==> config.mk <==
export PLATFORM = sky130hd
export DESIGN_NAME = uart_rx_ctrl
export DESIGN_NICKNAME = d
export VERILOG_FILES = /design/src/rtl/uart_rx_ctrl.sv
export SDC_FILE = /design/constraint.sdc
export NUM_CORES = 1
export LEC_CHECK = 0
export CAP_MARGIN = 20
export CORE_UTILIZATION = 62
export CTS_CLUSTER_SIZE = 10
export DETAILED_ROUTE_END_ITERATION = 12
export MAX_ROUTING_LAYER = met4
export PLACE_DENSITY = 0.86
export REMOVE_ABC_BUFFERS = 1
export SETUP_SLACK_MARGIN = 0.1
export SLEW_MARGIN = 10
export SYNTH_ARGS = -nofsm -noshare
export SYNTH_HDL_FRONTEND = slang
export SYNTH_SLANG_ARGS = --single-unit
==> constraint.sdc <==
create_clock -name CLK -period 7.43 [get_ports CLK]
set_input_delay 1.486 -clock CLK [delete_from_list [all_inputs] [get_ports CLK]]
set_output_delay 1.486 -clock CLK [all_outputs]
set_load 0.01 [all_outputs]
==> src/rtl/uart_rx_ctrl.sv <==
// uart_rx_ctrl: UART receive FSM with bit-centre timing, frame assembly and host status flags
`timescale 1ns/1ps
module uart_rx_ctrl #(
   parameter int KW = 19
) (
   input  logic          CLK,
   input  logic          RESET,
   input  logic          RX,
   input  logic [KW-1:0] K,
   input  logic          EIGHT,
   input  logic          PEN,
   input  logic          OHEL,
   input  logic          CLR_RDY,
   output logic [7:0]    RX_DATA,
   output logic          RXRDY,
   output logic          PERR,
   output logic          FERR,
   output logic          OVF
);
   typedef enum logic [2:0] {IDLE, START, DATA, STOP, DONE} state_t;
   state_t state, nxt;
   logic [KW-1:0] cnt, target;
   logic [3:0] bits, n;
   logic [8:0] sr, val;
   logic [1:0] sh;
   logic [7:0] data;
   logic e, p, o, stop_bit, strobe, par;
   always_comb begin
      target = (state == START) ? (K >> 1) : K;
      strobe = cnt == target - KW'(1);
      n = 4'd8 + {3'd0, e} + {3'd0, p};
      // shift register fills from the top; realign so the first data bit lands at bit 0
      sh = 2'd2 - {1'b0, e} - {1'b0, p};
      val = sr >> sh;
      data = {e & val[7], val[6:0]};
      par = e ? val[8] : val[7];
      nxt = state;
      unique case (state)
         IDLE:    nxt = RX ? IDLE : START;
         START:   nxt = strobe ? (RX ? IDLE : DATA) : START;
         DATA:    nxt = (strobe && bits + 4'd1 == n) ? STOP : DATA;
         STOP:    nxt = strobe ? DONE : STOP;
         DONE:    nxt = IDLE;
         default: nxt = IDLE;
      endcase
   end
   always_ff @(posedge CLK)
      if (RESET) state <= IDLE;
      else state <= nxt;
   always_ff @(posedge CLK) begin
      if (RESET) begin
         cnt <= '0;
         bits <= '0;
         sr <= '0;
         {e, p, o, stop_bit} <= '0;
         RX_DATA <= '0;
         {RXRDY, PERR, FERR, OVF} <= '0;
      end else begin
         cnt <= (state == IDLE || state != nxt || strobe) ? '0 : cnt + KW'(1);
         if (state == IDLE && !RX) begin
            {e, p, o} <= {EIGHT, PEN, OHEL};
            bits <= '0;
         end
         if (state == START && strobe) bits <= 4'd1;
         if (state == DATA && strobe) begin
            sr <= {RX, sr[8:1]};
            bits <= bits + 4'd1;
         end
         if (state == STOP && strobe) stop_bit <= RX;
         if (state == DONE) begin
            RX_DATA <= data;
            PERR <= p & (^data ^ par ^ o);
            FERR <= ~stop_bit;
            RXRDY <= 1'b1;
            OVF <= RXRDY & ~CLR_RDY;
         end else if (CLR_RDY) begin
            RXRDY <= 1'b0;
            OVF <= 1'b0;
         end
      end
   end
endmodule

### Word-level counts from Yosys, hierarchy flattened

Index checks and enable logic that the tools add are counted.

| word-level totals | value |
|---|---|
| flip-flop bits (word level) | 51 |
| input bits | 26 |
| output and inout bits | 12 |
| word-level logic and storage cells | 62 |

| operators by class | value |
|---|---|
| add/subtract/negate cells | 7 |
| equality and inequality tests | 7 |
| shift operators | 1 |
| multiplexer cells | 14 |
| bitwise operators | 7 |
| reductions and logical operators | 13 |

Operators by type and width:

| kind | number |
|---|---|
| 19-bit by 1-bit adder with 19-bit output (second input constant) | 1 |
| 19-bit equality test | 1 |
| 19-bit 2-to-1 mux | 1 |
| 19-bit by 1-bit subtractor with 19-bit output (second input constant) | 1 |
| 4-bit 2-to-1 mux | 3 |
| 3-bit one-hot mux with 4 select lines | 1 |
| 9-bit by 2-bit >> shifter with 9-bit output | 1 |
| 8-bit XOR reduction | 1 |
| 3-bit by 2-bit equality test with 1-bit output (second input constant) | 2 |
| 1-bit 2-to-1 mux | 6 |
| 1-bit logical AND | 5 |
| 4-bit by 1-bit adder with 4-bit output | 1 |
| 4-bit by 1-bit adder with 4-bit output (first input constant) | 1 |
| 4-bit by 1-bit adder with 4-bit output (second input constant) | 1 |
| 4-bit equality test | 1 |
| 2-bit 2-to-1 mux | 2 |
| 1-bit bitwise AND | 3 |
| 3-bit by 1-bit equality test with 1-bit output (second input constant) | 1 |
| 3-bit equality test (second input constant) | 1 |
| 3-bit zero test | 1 |
| 3-bit 2-to-1 mux | 1 |
| 3-bit != test | 1 |
| 3-bit nonzero test | 1 |
| 1-bit logical OR | 2 |
| other kinds (7) | 9 |

### Longest topological paths before layout

Gate-level depths: netlist (run 1).

| depth | value |
|---|---|
| word-level depth | 11 |
| gate-level depth with buffers | 15 |
| gate-level depth less buffers | 12 |

### Least setup slack after synthesis (run 1)

Ideal clock, no wire load.

| timing | value |
|---|---|
| path type | input-to-reg |
| start | in K[2] |
| end | reg sr[8] |
| setup time | 0.128 ns |
| arrival | 4.744 ns |
| data required time | 7.302 ns |
| setup slack | 2.558 ns |
| stages | 13 |
| path buffers | 2 |
| cells stage by stage | clkbuf_1 > mux2i_1 > ha_1 > or4b_2 > a211o_1 > or3_1 > and2_4 > a2111oi_4 > nand4_4 > nor4_4 > buf_6 > mux2i_1 > nor2_1 |

| on the way | value |
|---|---|
| cells in the longest elaborated chain, start to end | 4 |

RTL lines:

| element | RTL line | text |
|---|---|---|
| start, declared | 9 | `input logic [KW-1:0] K,` |
| 19-bit 2-to-1 mux | 29 | `target = (state == START) ? (K >> 1) : K;` |
| 19-bit by 1-bit subtractor with 19-bit output | 30 | `strobe = cnt == target - KW'(1);` |
| 19-bit equality test | 30 |  |
| 1-bit logical AND | 65 | `if (state == DATA && strobe) begin` |
| end signal, assigned | 66 | `sr <= {RX, sr[8:1]};` |
| end, declared | 24 | `logic [8:0] sr, val;` |

No other way between the ends.
A chain may end at the register's enable or synchronous reset.

### Worst setup path in the final report (run 1)

| timing | value |
|---|---|
| start | in K[2] |
| end | reg bits[3] |

| on the way | value |
|---|---|
| cells in the longest elaborated chain, start to end | 6 |
| elaborated cells on any way between the ends | 8 |
| those cells by class | 1 x add/sub; 1 x eq/ne; 3 x mux; 3 x reduce/logical |

RTL lines:

| element | RTL line | text |
|---|---|---|
| 19-bit 2-to-1 mux * | 29 |  |
| 19-bit by 1-bit subtractor with 19-bit output * | 30 |  |
| 19-bit equality test * | 30 |  |
| 1-bit logical AND | 64 | `if (state == START && strobe) bits <= 4'd1;` |
| 4-bit 2-to-1 mux | 64 |  |
| 4-bit 2-to-1 mux | 65 |  |
| end signal, assigned | 67 | `bits <= bits + 4'd1;` |
| end, declared | 23 | `logic [3:0] bits, n;` |

Mark *: on every way between the ends. The rest lies on a longest branch, timed or not.

==> results.md, run 1 <==
- The full die area is 6330 um^2.
- STA classifies the critical path startpoint as an input port.
- The maximum operating frequency is 169 MHz.
- The post-cts gate resize count is 0.
- The clock tree synthesis step divided the H-tree into 2 levels.
- In the final design database the tool counted around 500 nets.
- The register-to-register setup slack is between 2 and 2.5 ns.
- The max-cap check violation count is 0.
- The class of the most critical setup path is input port to register.
- The peak fanout along the critical path is 14.
- The floorplan step set the die width to between 70 and 80 um.
- The top cell types in the final layout, fill and taps aside, are nor2_1 (60), dfxtp_1 (51), clkdlybuf4s50_1 (37), xnor2_1 (34), nand2_1 (30).
- Clock skew on the completed layout was measured at between 0.01 and 0.015 ns.
- The worst min-delay path category is register to register.
- For this design, the sink count on the clock tree is 51.
- The core outline area is around 5600 um^2.
- At the pin with the least slew margin, the transition time is 0.976 ns.
- Counting flops with a built-in enable in the synthesized netlist gives 0.
- The flow ran to the end, and the final reports show no timing, DRC or antenna violations.
- The cell area that synthesis handed to floorplanning was 3730 um^2.
- The total length of routed wires is between 9000 and 10000 um.
- The most used flip-flop cell after synthesis is dfxtp_1.
- The type of element capturing the critical path is a register.
- The count of pins over their slew limit is 0.
- Of the cells placed in the final design, the portion with a size suffix greater than 1 is under 10%.
- The number of buffers created by CTS is 5.
- The via density per instance is between 6 and 7.
- The number of input and output port buffers inserted is 37.
- The via count is 3470.
- In this run, placement finished with an instance count of 536.
- The library cell used most frequently in the layout, excluding fill and tap cells, is nor2_1.
- For this run, the detailed router's first-pass iteration total came to 5.
- The number of global-route vias before repair was just over 3k.
- During I/O placement, the number of pins put on the boundary was 38.
- Power comes to between 0.5 and 0.6 mW.
- The layout overhead on the synthesized area is 12.1%.
- The first global-routing pass estimated roughly 15000 um of wire.
- In this run the power density over the cells is roughly 140 nW/um^2.
- Across the VDD grid, the largest voltage drop is 0.126 mV.
- After synthesis the netlist holds a flip-flop and latch count of 51.
- TritonCTS built the clock tree.
- The worst path arrival time is roughly 6.2 ns.
- The cell chosen for the clock root is clkbuf_8.
- The detailed placer's ending HPWL is 6500 um.
- The final instance count without filler cells is about 540.
- The clock latency reported for the late side of the worst-skew pair is roughly 0.31 ns.
- The residual antenna-violating net count after detailed routing is 0.
- The total number of placement rows is 27.
- Each instance of the synthesized netlist takes up on average a little over 8 um^2.
- The die height is 79.6 um.
- The placed instance area is just over 4000 um^2.
- Global routing consumed, over all layers together, between 30 and 40% of the routing resources.
- The detailed router finished its first iteration with between 200 and 300 violations.
- Setup repair after global routing left no endpoint under its margin.
- Adding up every negative setup slack in the final design gives 0 ns.
- Dividing the final minimum period by the clock period gives 79.4%.
- 0 antenna diodes ended up in the layout.
- The initial antenna violation count is 0.
- Of the synthesized area, sequential elements account for 27.4%.
- Dividing the detail-routed wire length by the instance count gives 16.6 um.
- The number of setup buffers added after CTS is 0.
- After technology mapping, the gate count stands at 455.
- On the final layout, the worst hold slack is ~0.46 ns.
- The hold-fix buffer count after cts is 0.
- In this run, distinct cell masters in the synthesized netlist total 72.
- In the routed design, unresolved DRC markers number 0.
- The final standard cell area without fillers is 4180 um^2.
- The data required time at the worst endpoint is ~7.7 ns.
- Counting flops with an async set or reset pin after synthesis yields a share of 0%.
- The number of filler cells placed in the layout is about 420.
- The clock-pin slew of the registers on the worst-case setup and hold paths is around 0.09 ns.
- Setup violations remaining at the end of the flow were counted as 0.
- The pin count of the biggest net entering global routing is 35.
- The final hold violation count is 0.
- In this run the deepest clock path goes through 2 buffers.
- The delay of the slowest critical-path stage is 0.88 ns.
- For this configuration, the core starts out at a cell density of 66.1%.
- In this run the tightest slew margin relative to its limit is between 30 and 40%.
- For this design, the slowest cell found on the critical path is nor4_4.
- The weighted congestion at the end of routability-driven global placement is between 0.9 and 1.
- The minimum clock period after layout is 5.90 ns.
- For this run the aggregate overflow at the end of global routing stands at 0.
- The static leakage power is ~1.4 nW.
- Traced cell by cell, the critical path runs through clkdlybuf4s50_1, mux2i_1, ha_1, or4b_2, a211o_1, or3_1, and2_4, a2111oi_4, nand4_4, nor4_4, o21ai_0, a21bo_2.
- The number of warnings reported in the yosys synthesis log is 0.
## logic make-up after synthesis
| group | share of synthesized area, % |
|---|---|
| AO/OA/AOI/OAI | 15.8 |
| adder cells (fa/ha/maj) | 1.68 |
| XOR/XNOR | 12.0 |
| flip-flops | 27.4 |
| buffers and inverters | 4.73 |
| multiplexers | 10.3 |
| AND/OR/NAND/NOR | 28.1 |
## area by class of cell
cell class	instances	area, um^2	share of cell area [%]
Timing Repair Buffer	39	385	9.21
Multi-Input combinational cell	363	2530	60.5
Clock buffer	5	68.8	1.65
Clock inverter	3	43.8	1.05
Sequential cell	51	1020	24.4
Inverter	11	41.3	0.987
Tap cell	72	90.1	2.15
## through the flow
step                      setup slack, ns  util, %
after CTS                            1.60     74.1
final                                1.53     74.1
after floorplan                      2.18        -
after global routing                 1.25     74.1
after global placement               1.58     72.1
after detailed placement             1.30     72.1
## registers in the layout, summed over array words and instances (netlist names), 3 cells and up
name	flops
cnt	19
RX_DATA	8
bits	4
state	3
sr	9
## routing by layer
metal / track usage, % / vias up / part of all wire, %
met4: 9.09 / 0 / 1.3
met5: - / - / 0
met2: 51.8 / 130 / 51
met1: 38.0 / 1635 / 42
met3: 3.89 / 19 / 5.7
li1: - / 1686 / -
## path summary, 6_finish.rpt
check | to | start | cells past startpoint
max | bits[3]$_SDFFE_PP0P_ | K[2] | 12
min | RX_DATA[2]$_SDFFE_PP0P_ | RX_DATA[2]$_SDFFE_PP0P_ | 2
max reg2reg | bits[3]$_SDFFE_PP0P_ | state[0]$_SDFF_PP0_ | 13
min reg2reg | RX_DATA[2]$_SDFFE_PP0P_ | RX_DATA[2]$_SDFFE_PP0P_ | 2
## report_power, final
group          leakage (nW)  internal, mW  switching, mW  total [mW]
clock network        0.0581         0.100         0.0951       0.195
logic                 0.889        0.0458         0.0568       0.103
registers             0.412         0.275        0.00349       0.278
## cell usage after synthesis (2+ instances only)
cell       count  share of area (%)
nor3b_1        4               0.81
xnor2_1       34                8.0
nand3b_1       7                1.4
a221oi_1       2               0.47
o211ai_1       4               0.81
nand2_1       30                3.0
mux4_2         5                3.0
or3_1          6                1.0
a21bo_2        2               0.54
nand4_1        4               0.67
o22ai_1        2               0.34
nor4_1         9                1.5
a21o_1         2               0.40
buf_6          2               0.60
nor3_1        13                1.7
nor4bb_1       4                1.1
a21oi_1       26                3.5
or4b_2         2               0.54
clkbuf_1      19                1.9
nor2_1        60                6.0
a211oi_1       2               0.40
and2_1         4               0.67
nand3_1       18                2.4
a31oi_1        2               0.34
or4_1          4               0.81
o311ai_0       3               0.70
mux2i_1       26                7.0
xor2_1        17                4.0
o31ai_1        4               0.81
o32ai_1        2               0.47
and3_1         6                1.0
o21ai_0       14                1.9
buf_2          4               0.54
clkbuf_2       2               0.27
nand4b_1       2               0.47
inv_1         11                1.1
buf_1          3               0.30
dfxtp_1       51                 27
a211o_1        2               0.47
nand2b_1       4               0.67
a2bb2oi_1      2               0.47
ha_1           5                1.7
## worst max-delay path: cells and delay by family
family	cells	cell delay (ns)
compound gates	4	1.28
mux	1	0.24
fa+ha+maj	1	0.26
buf+inv	1	0.62
simple gates	5	2.27
Note: power is estimated with default switching activity, not from simulation.
==> run 2: changes to the inputs <==
Settings changed: CORE_UTILIZATION 62 to 58, PLACE_DENSITY 0.86 to 0.81.
Clock period 7.43 ns to 6.2 ns, I/O delays scaled along.
==> results.md, run 2 (synthesis results as in run 1) <==
- For the final routed database, the setup TNS stands at 0 ns.
- Summed over all nets, the switching power comes to 0.192 mW.
- Leaving out fill and tap cells, the most frequent cell in the layout is nor2_1.
- The layout overhead on the synthesized area is 12.2%.
- Entering global routing, the biggest net connects 34 pins.
- Setup repair after global routing left no endpoint under its margin.
- The clock net in this run drives a total of just over 50 sinks.
- The peak fanout along the critical path is 19.
- Across the run, the number of max-cap violations was 0.
- The global-route total usage across every layer is 27.7%.
- In the final design database the tool counted a little over 500 nets.
- The final route contains ~3.4k vias.
- Post-CTS timing repair inserted 0 buffers for setup.
- After global routing the overflow that remains totals 0.
- Once the floorplan was initialized, standard cells occupied 61.5% of the core.
- 0 antenna diodes ended up in the layout.
- For this run, design rule violations remaining after detail routing come to 0.
- After the flow finishes, the layout carries non-filler instances totaling 549.
- After detailed placement, the total cell area comes to between 4000 and 5000 um^2.
- The class of the most critical setup path is input port to register.
- In this run the vertical extent of the chip is 82.2 um.
- The flow ran to the end, and the final reports show no timing, DRC or antenna violations.
- For this design, the CTS-stage hold fixing added 0 buffers.
- The total number of placement rows is 28.
- Setup violations remaining at the end of the flow were counted as 0.
- The largest buffer count on any clock path is 2.
- The largest registers in the layout are cnt x19, sr x9, RX_DATA x8.
- The average routed wire per standard cell is 15.8 um.
- The register with the most flip-flops in the layout has 19 of them.
- The worst path arrival time is around 5.4 ns.
- Clock tree synthesis inserted a total of 5 buffers.
- The peak ir drop on the vdd network is ~0.19 mV.
- The worst clock skew on the final layout is between 0.01 and 0.015 ns.
- Timing analysis after detailed placement gives a worst setup slack of 0.719 ns.
- CTS placed an instance of clkbuf_8 at the clock tree root.
- The minimum clock period after layout is 5.17 ns.
- Setup slack on the critical path of the routed design comes to approximately 1 ns.
- After legalization and detailed placement, the total HPWL measured roughly 6300 um.
- The initial antenna violation count is 0.
- The first global-routing pass estimated approximately 14000 um of wire.
- The final hold violation count was 0.
- The die is between 80 and 90 um wide.
- The count of pins over their slew limit is 0.
- The static leakage power is about 1.4 nW.
- The number of input and output port buffers inserted is 37.
- For the worst-skew pair, the clock arrives at the later sink with an insertion delay of around 0.31 ns.
- The total placed cells including tap cells is about 540.
- The internal power of the cells totals 0.469 mW.
- In this run, the combinational gates consume between 10% and 20% of the power.
- The actual slew at the worst max-slew pin is 0.923 ns.
- The register with the most flip-flops in the final layout is cnt.
- The full die area is about 6800 um^2.
- Based on the critical path, the design can be clocked at up to 193 MHz.
- The worst slew margin relative to its limit is ~38%.
- The clock-pin slew of the registers on the worst-case setup and hold paths is roughly 0.10 ns.
- The via density per instance is 6.21.
- The clock share of power is a little under a third.
- The top cell types in the final layout, fill and taps aside, are nor2_1 (60), dfxtp_1 (51), clkdlybuf4s50_1 (37), xnor2_1 (34), nand2_1 (30).
- Before antenna repair, the detailed router went through 5 iterations.
- Routability-driven placement finished with a final weighted congestion of 0.913.
- After the first detailed-routing iteration, the DRC count stood at 220.
- The number of global-route vias before repair is a little under 3k.
- The period utilization is between 80 and 90%.
- STA classifies the critical path startpoint as an input port.
- Cells with a size suffix above 1 make up 7.17% of the layout.
- In this run switching power makes up between 20% and 30% of total power.
- Final hold analysis gives a worst-case slack of 0.462 ns.
- In this run the remaining antenna-violating nets after routing total 0.
- The type of element capturing the critical path is a register.
- In this run the count of I/O pins placed on the die edge is 38.
- The H-tree depth is 2.
- The core outline area is ~6100 um^2.
- The final standard cell area without fillers is about 4200 um^2.
- Per report_power, the sequential group accounts for about half of the total.
- For the worst setup path, the data required time is roughly 6.4 ns.
- The post-cts gate resize count is 0.
- Cells fill 69.1% of the core in the end.
- After detailed routing, the total wire length is 8690 um.
- The worst min-delay path category is register to register.
- In this run the power density over the cells is between 150 and 200 nW/um^2.
- The total power is about 0.66 mW.
- TritonCTS built the clock tree.
## run 2: cell count changes in the layout (fill, tap and decap cells not counted), sizes merged
| cell | before | now |
|---|---|---|
| buf | 2 | 4 |
| bufinv | 1 | 0 |
| inv | 11 | 12 |
## run 2: path summary, 6_finish.rpt
path	startpoint	end	slack, ns	depth (start not counted)
worst max-delay path	K[0]	cnt[16]$_SDFF_PP0_	1.03	12
worst min-delay path	RX_DATA[2]$_SDFFE_PP0P_	RX_DATA[2]$_SDFFE_PP0P_	0.46	2
worst max register to register	state[0]$_SDFF_PP0_	cnt[16]$_SDFF_PP0_	1.22	13
worst min register to register	RX_DATA[2]$_SDFFE_PP0P_	RX_DATA[2]$_SDFFE_PP0P_	0.46	2
## run 2: per-layer routing
| layer | part of all wire, % | global-route usage (%) |
|---|---|---|
| met1 | 45 | 34.5 |
| met2 | 48 | 46.4 |
| met3 | 5.1 | 3.74 |
| met4 | 1.4 | 8.25 |
| met5 | 0 | - |
## run 2: final cells by class
class | instances | area (um^2)
clock buffer | 5 | 68.8
clock inverter | 3 | 28.8
inverter | 11 | 41.3
multi-input combinational | 363 | 2530
sequential | 51 | 1020
tap | 75 | 93.8
fill | 505 | 1870
timing repair buffer | 41 | 400
## run 2: worst max-delay path, cell delays in order
cell and delay [ns]:
clkdlybuf4s50_1 0.52, mux2i_1 0.27, ha_1 0.27, or4b_2 0.61, a211oi_1 0.49, and4_1 0.29, o32ai_1 0.08, o31ai_1 0.22
a2111o_1 0.29, nor2_1 0.10, or4_1 0.82, nor2_1 0.21
## run 2: power by group through the flow
stage	clock network, mW	registers (mW)	logic, mW
2_1_floorplan	0	0.340	0.0756
3_3_place_gp	0	0.341	0.119
3_5_place_dp	0	0.341	0.121
4_1_cts	0.206	0.334	0.122
5_1_grt	0.220	0.334	0.134
6_report	0.204	0.334	0.123
==> run 3: changes to the inputs <==
Settings changed: CORE_UTILIZATION 58 to 52, PLACE_DENSITY 0.81 to 0.77.
Clock period 6.2 ns to 4.53 ns, I/O delays scaled along.
==> results.md, run 3 (synthesis results as in run 1) <==
- The via count is roughly 3.5k.
- The peak ir drop on the vdd network is ~0.24 mV.
- The first global-routing pass estimated 14900 um of wire.
- For this run, the slowest stage of the critical path takes between 0.6 and 0.7 ns.
- The placed instances occupy a cell area of around 4300 um^2.
- The number of design-rule violations left by the first detailed-router iteration is ~160.
- Along the worst path, the maximum fanout reaches 5.
- In this run the critical register-to-register path is captured at bits[1]$_SDFFE_PP0P_.
- Compared with the post-synthesis result, the final layout area differs by 19.7%.
- Setup repair after global routing left no endpoint under its margin.
- The pin count of the biggest net entering global routing is 31.
- The final standard cell area without fillers is ~4500 um^2.
- The final worst setup slack is 0.250 ns.
- Walking the worst path, the cells encountered are clkdlybuf4s50_1, mux2i_2, ha_1, or4b_2, a211o_1, or3_1, and2_4, a2111oi_4, nand4_4, nor4_2, nor3_1, a32o_1.
- The family with the most delay on the worst path is simple AND/OR/NAND/NOR gates.
- Per report_power, the combinational group accounts for about a fifth of the total.
- The residual overflow from global routing is 0.
- The largest buffer count on any clock path is 2.
- The post-route DRC violation count is 0.
- The worst register-to-register path begins at state[1]$_SDFF_PP0_.
- Measured along the x axis, the die boundary spans 86.7 um.
- The detailed placer's ending HPWL is around 6700 um.
- The period utilization is between 90% and 100%.
- The total iterations of the first detailed-routing run is 5.
- The worst reg-to-reg path cell count is 12.
- Measured on the finished design, the core utilization comes to 65.0%.
- The worst slack at placement is -0.130 ns.
- The flow ran to the end, and the final reports show no timing, DRC or antenna violations.
- The clock share of power is 29.8%.
- In this run the standard cell core region covers around 6900 um^2.
- The residual antenna-violating net count after detailed routing is 0.
- The category of the worst setup path launch point is an input port.
- The die height is between 80 and 90 um.
- Of the cells placed in the final design, the portion with a size suffix greater than 1 is ~13%.
- The highest-delay cell along the critical path is or4b_2.
- Setup violations remaining at the end of the flow were counted as 0.
- In this run the tool buffered the top-level ports with 37 buffer cells.
- The actual slew at the worst max-slew pin is 0.934 ns.
- The top register by number of flip-flops is cnt.
- The critical path runs through a total of 12 cells.
- The H-tree generated during clock tree synthesis spans 2 levels.
- Setup total negative slack on the finished layout was measured at 0 ns.
- In the global route stage, overall resource usage came out at between 20% and 30%.
- The clock-pin slew of the registers on the worst-case setup and hold paths is around 0.1 ns.
- The share of total power dissipated in sequential elements is between 40 and 50%.
- In this run the worst setup path terminates at bits[1]$_SDFFE_PP0P_.
- The worst slew margin relative to its limit is between 30% and 40%.
- The net count of the finished layout is 534.
- Across the run, the number of max-cap violations was 0.
- The worst clock skew on the final layout is 0.00864 ns.
- The completed layout was analyzed and its total power is 0.913 mW.
- The count of pins over their slew limit was 0.
- The cell chosen for the clock root is clkbuf_8.
- The number of global-route vias before repair is around 3.2k.
- The minimum clock period after layout is about 4.3 ns.
- The full die area is between 7000 and 8000 um^2.
- The initial antenna violation count is 0.
- The number of sinks on the clock net is 51.
- In this run, post-CTS hold repair placed 0 buffers.
- Buffers inserted during clock tree synthesis total 5.
- The final hold violation count is 0.
- The data required time at the worst endpoint is roughly 4.7 ns.
- The clock latency reported for the late side of the worst-skew pair is 0.31 ns.
- 38 I/O pins were placed.
- The total length of routed wires is between 9000 and 10000 um.
- The number of buffers and inverters on the critical path is 1.
- The power per cell area is around 200 nW/um^2.
- The register with the most flip-flops in the layout has 19 of them.
- The effective utilization at floorplan is a little over half.
- The congestion estimate from routability-driven global placement came to 0.910.
- The clock tree from TritonCTS is yes.
- The switching power share of the total is between 20 and 30%.
- The total number of placement rows is 30.
- The top cell types in the final layout, fill and taps aside, are nor2_1 (60), dfxtp_1 (51), clkdlybuf4s50_1 (37), xnor2_1 (34), buf_4 (32).
- The maximum operating frequency is between 200 and 250 MHz.
- Using the TritonRoute via totals, the vias-per-cell ratio works out to ~5.9.
- The average routed wire per standard cell is ~15 um.
- The worst setup path startpoint is K[1].
- The class of the most critical setup path is input port to register.
- The analysis attributes to cell leakage a power of ~1.5 nW.
- The largest registers in the layout are cnt x19, sr x9, RX_DATA x8.
- The worst path arrival time is approximately 4.5 ns.
- The analysis attributes to net switching a power of 0.260 mW.
- Leaving out fill and tap cells, the most frequent cell in the layout is nor2_1.
- Across all register-to-register paths, the minimum setup slack is 0.49 ns.
- The internal portion of the total power is around 0.65 mW.
- The repair_antennas step left the layout with diodes totalling 0.
- In this run the worst hold path is classified as register to register.
- The type of element capturing the critical path is a register.
## run 3: cell count changes in the layout (fill, tap and decap cells not counted)
cell | previous run | this run
buf_4 | 4 | 32
buf_6 | 0 | 2
inv_6 | 0 | 2
nor4_1 | 9 | 7
nor4_2 | 0 | 2
a21oi_1 | 26 | 25
a21oi_2 | 0 | 1
clkinv_4 | 2 | 1
inv_8 | 1 | 0
mux2i_1 | 26 | 25
mux2i_2 | 0 | 1
## run 3: final cells by class
cell class | count | area [um^2]
Clock buffer | 5 | 68.8
Sequential cell | 51 | 1020
Fill cell | 603 | 2410
Timing Repair Buffer | 71 | 633
Multi-Input combinational cell | 363 | 2550
Clock inverter | 3 | 26.3
Tap cell | 96 | 120
Inverter | 11 | 41.3
## run 3: repair_timing
action	CTS	global route
endpoints found under the setup margin	0	21
gates resized for setup	0	6
setup buffers	0	0
## run 3: worst min-delay path by stage
stage	startpoint	endpoint	slack (ns)	cells after the start
final	PERR$_SDFFE_PP0P_	PERR$_SDFFE_PP0P_	0.46	2
after global placement	PERR$_SDFFE_PP0P_	PERR$_SDFFE_PP0P_	0.44	2
after global routing	RX_DATA[2]$_SDFFE_PP0P_	RX_DATA[2]$_SDFFE_PP0P_	0.48	2
after CTS	RX_DATA[2]$_SDFFE_PP0P_	RX_DATA[2]$_SDFFE_PP0P_	0.46	2
after floorplan	cnt[0]$_SDFF_PP0_	cnt[0]$_SDFF_PP0_	0.45	1
after detailed placement	RX_DATA[2]$_SDFFE_PP0P_	RX_DATA[2]$_SDFFE_PP0P_	0.45	2
## run 3: per-stage QoR
step / hold slack, ns / cells
floorplan: 0.452 / 425
global placement: 0.441 / 592
detailed placement: 0.449 / 592
CTS: 0.464 / 600
global route: 0.477 / 600
finish: 0.463 / 600
## run 3: power groups by stage
stage                     sequential, mW  combinational (mW)  clock, mW
after floorplan                    0.465               0.103          0
after global placement             0.465               0.179          0
after detailed placement           0.465               0.183          0
after CTS                          0.455               0.184      0.285
after global routing               0.455               0.205      0.301
final                              0.454               0.187      0.272
## run 3: worst reg2reg max path, stage by stage, from the launching register on
cell and delay [ns]:
dfxtp_1 0.33, nor3b_2 0.39, mux2i_2 0.31, ha_1 0.20
or4b_2 0.61, a211o_1 0.29, or3_1 0.42, and2_4 0.18
a2111oi_4 0.33, nand4_4 0.18, nor4_2 0.29, nor3_1 0.12
a32o_1 0.27
## run 3: routing by layer
layer	GRT usage (%)	vias up	part of all wire [%]
met5	-	-	0
met4	9.39	0	2.1
met3	3.62	18	4.0
met2	43.9	89	49
met1	30.6	1696	45
li1	-	1745	-
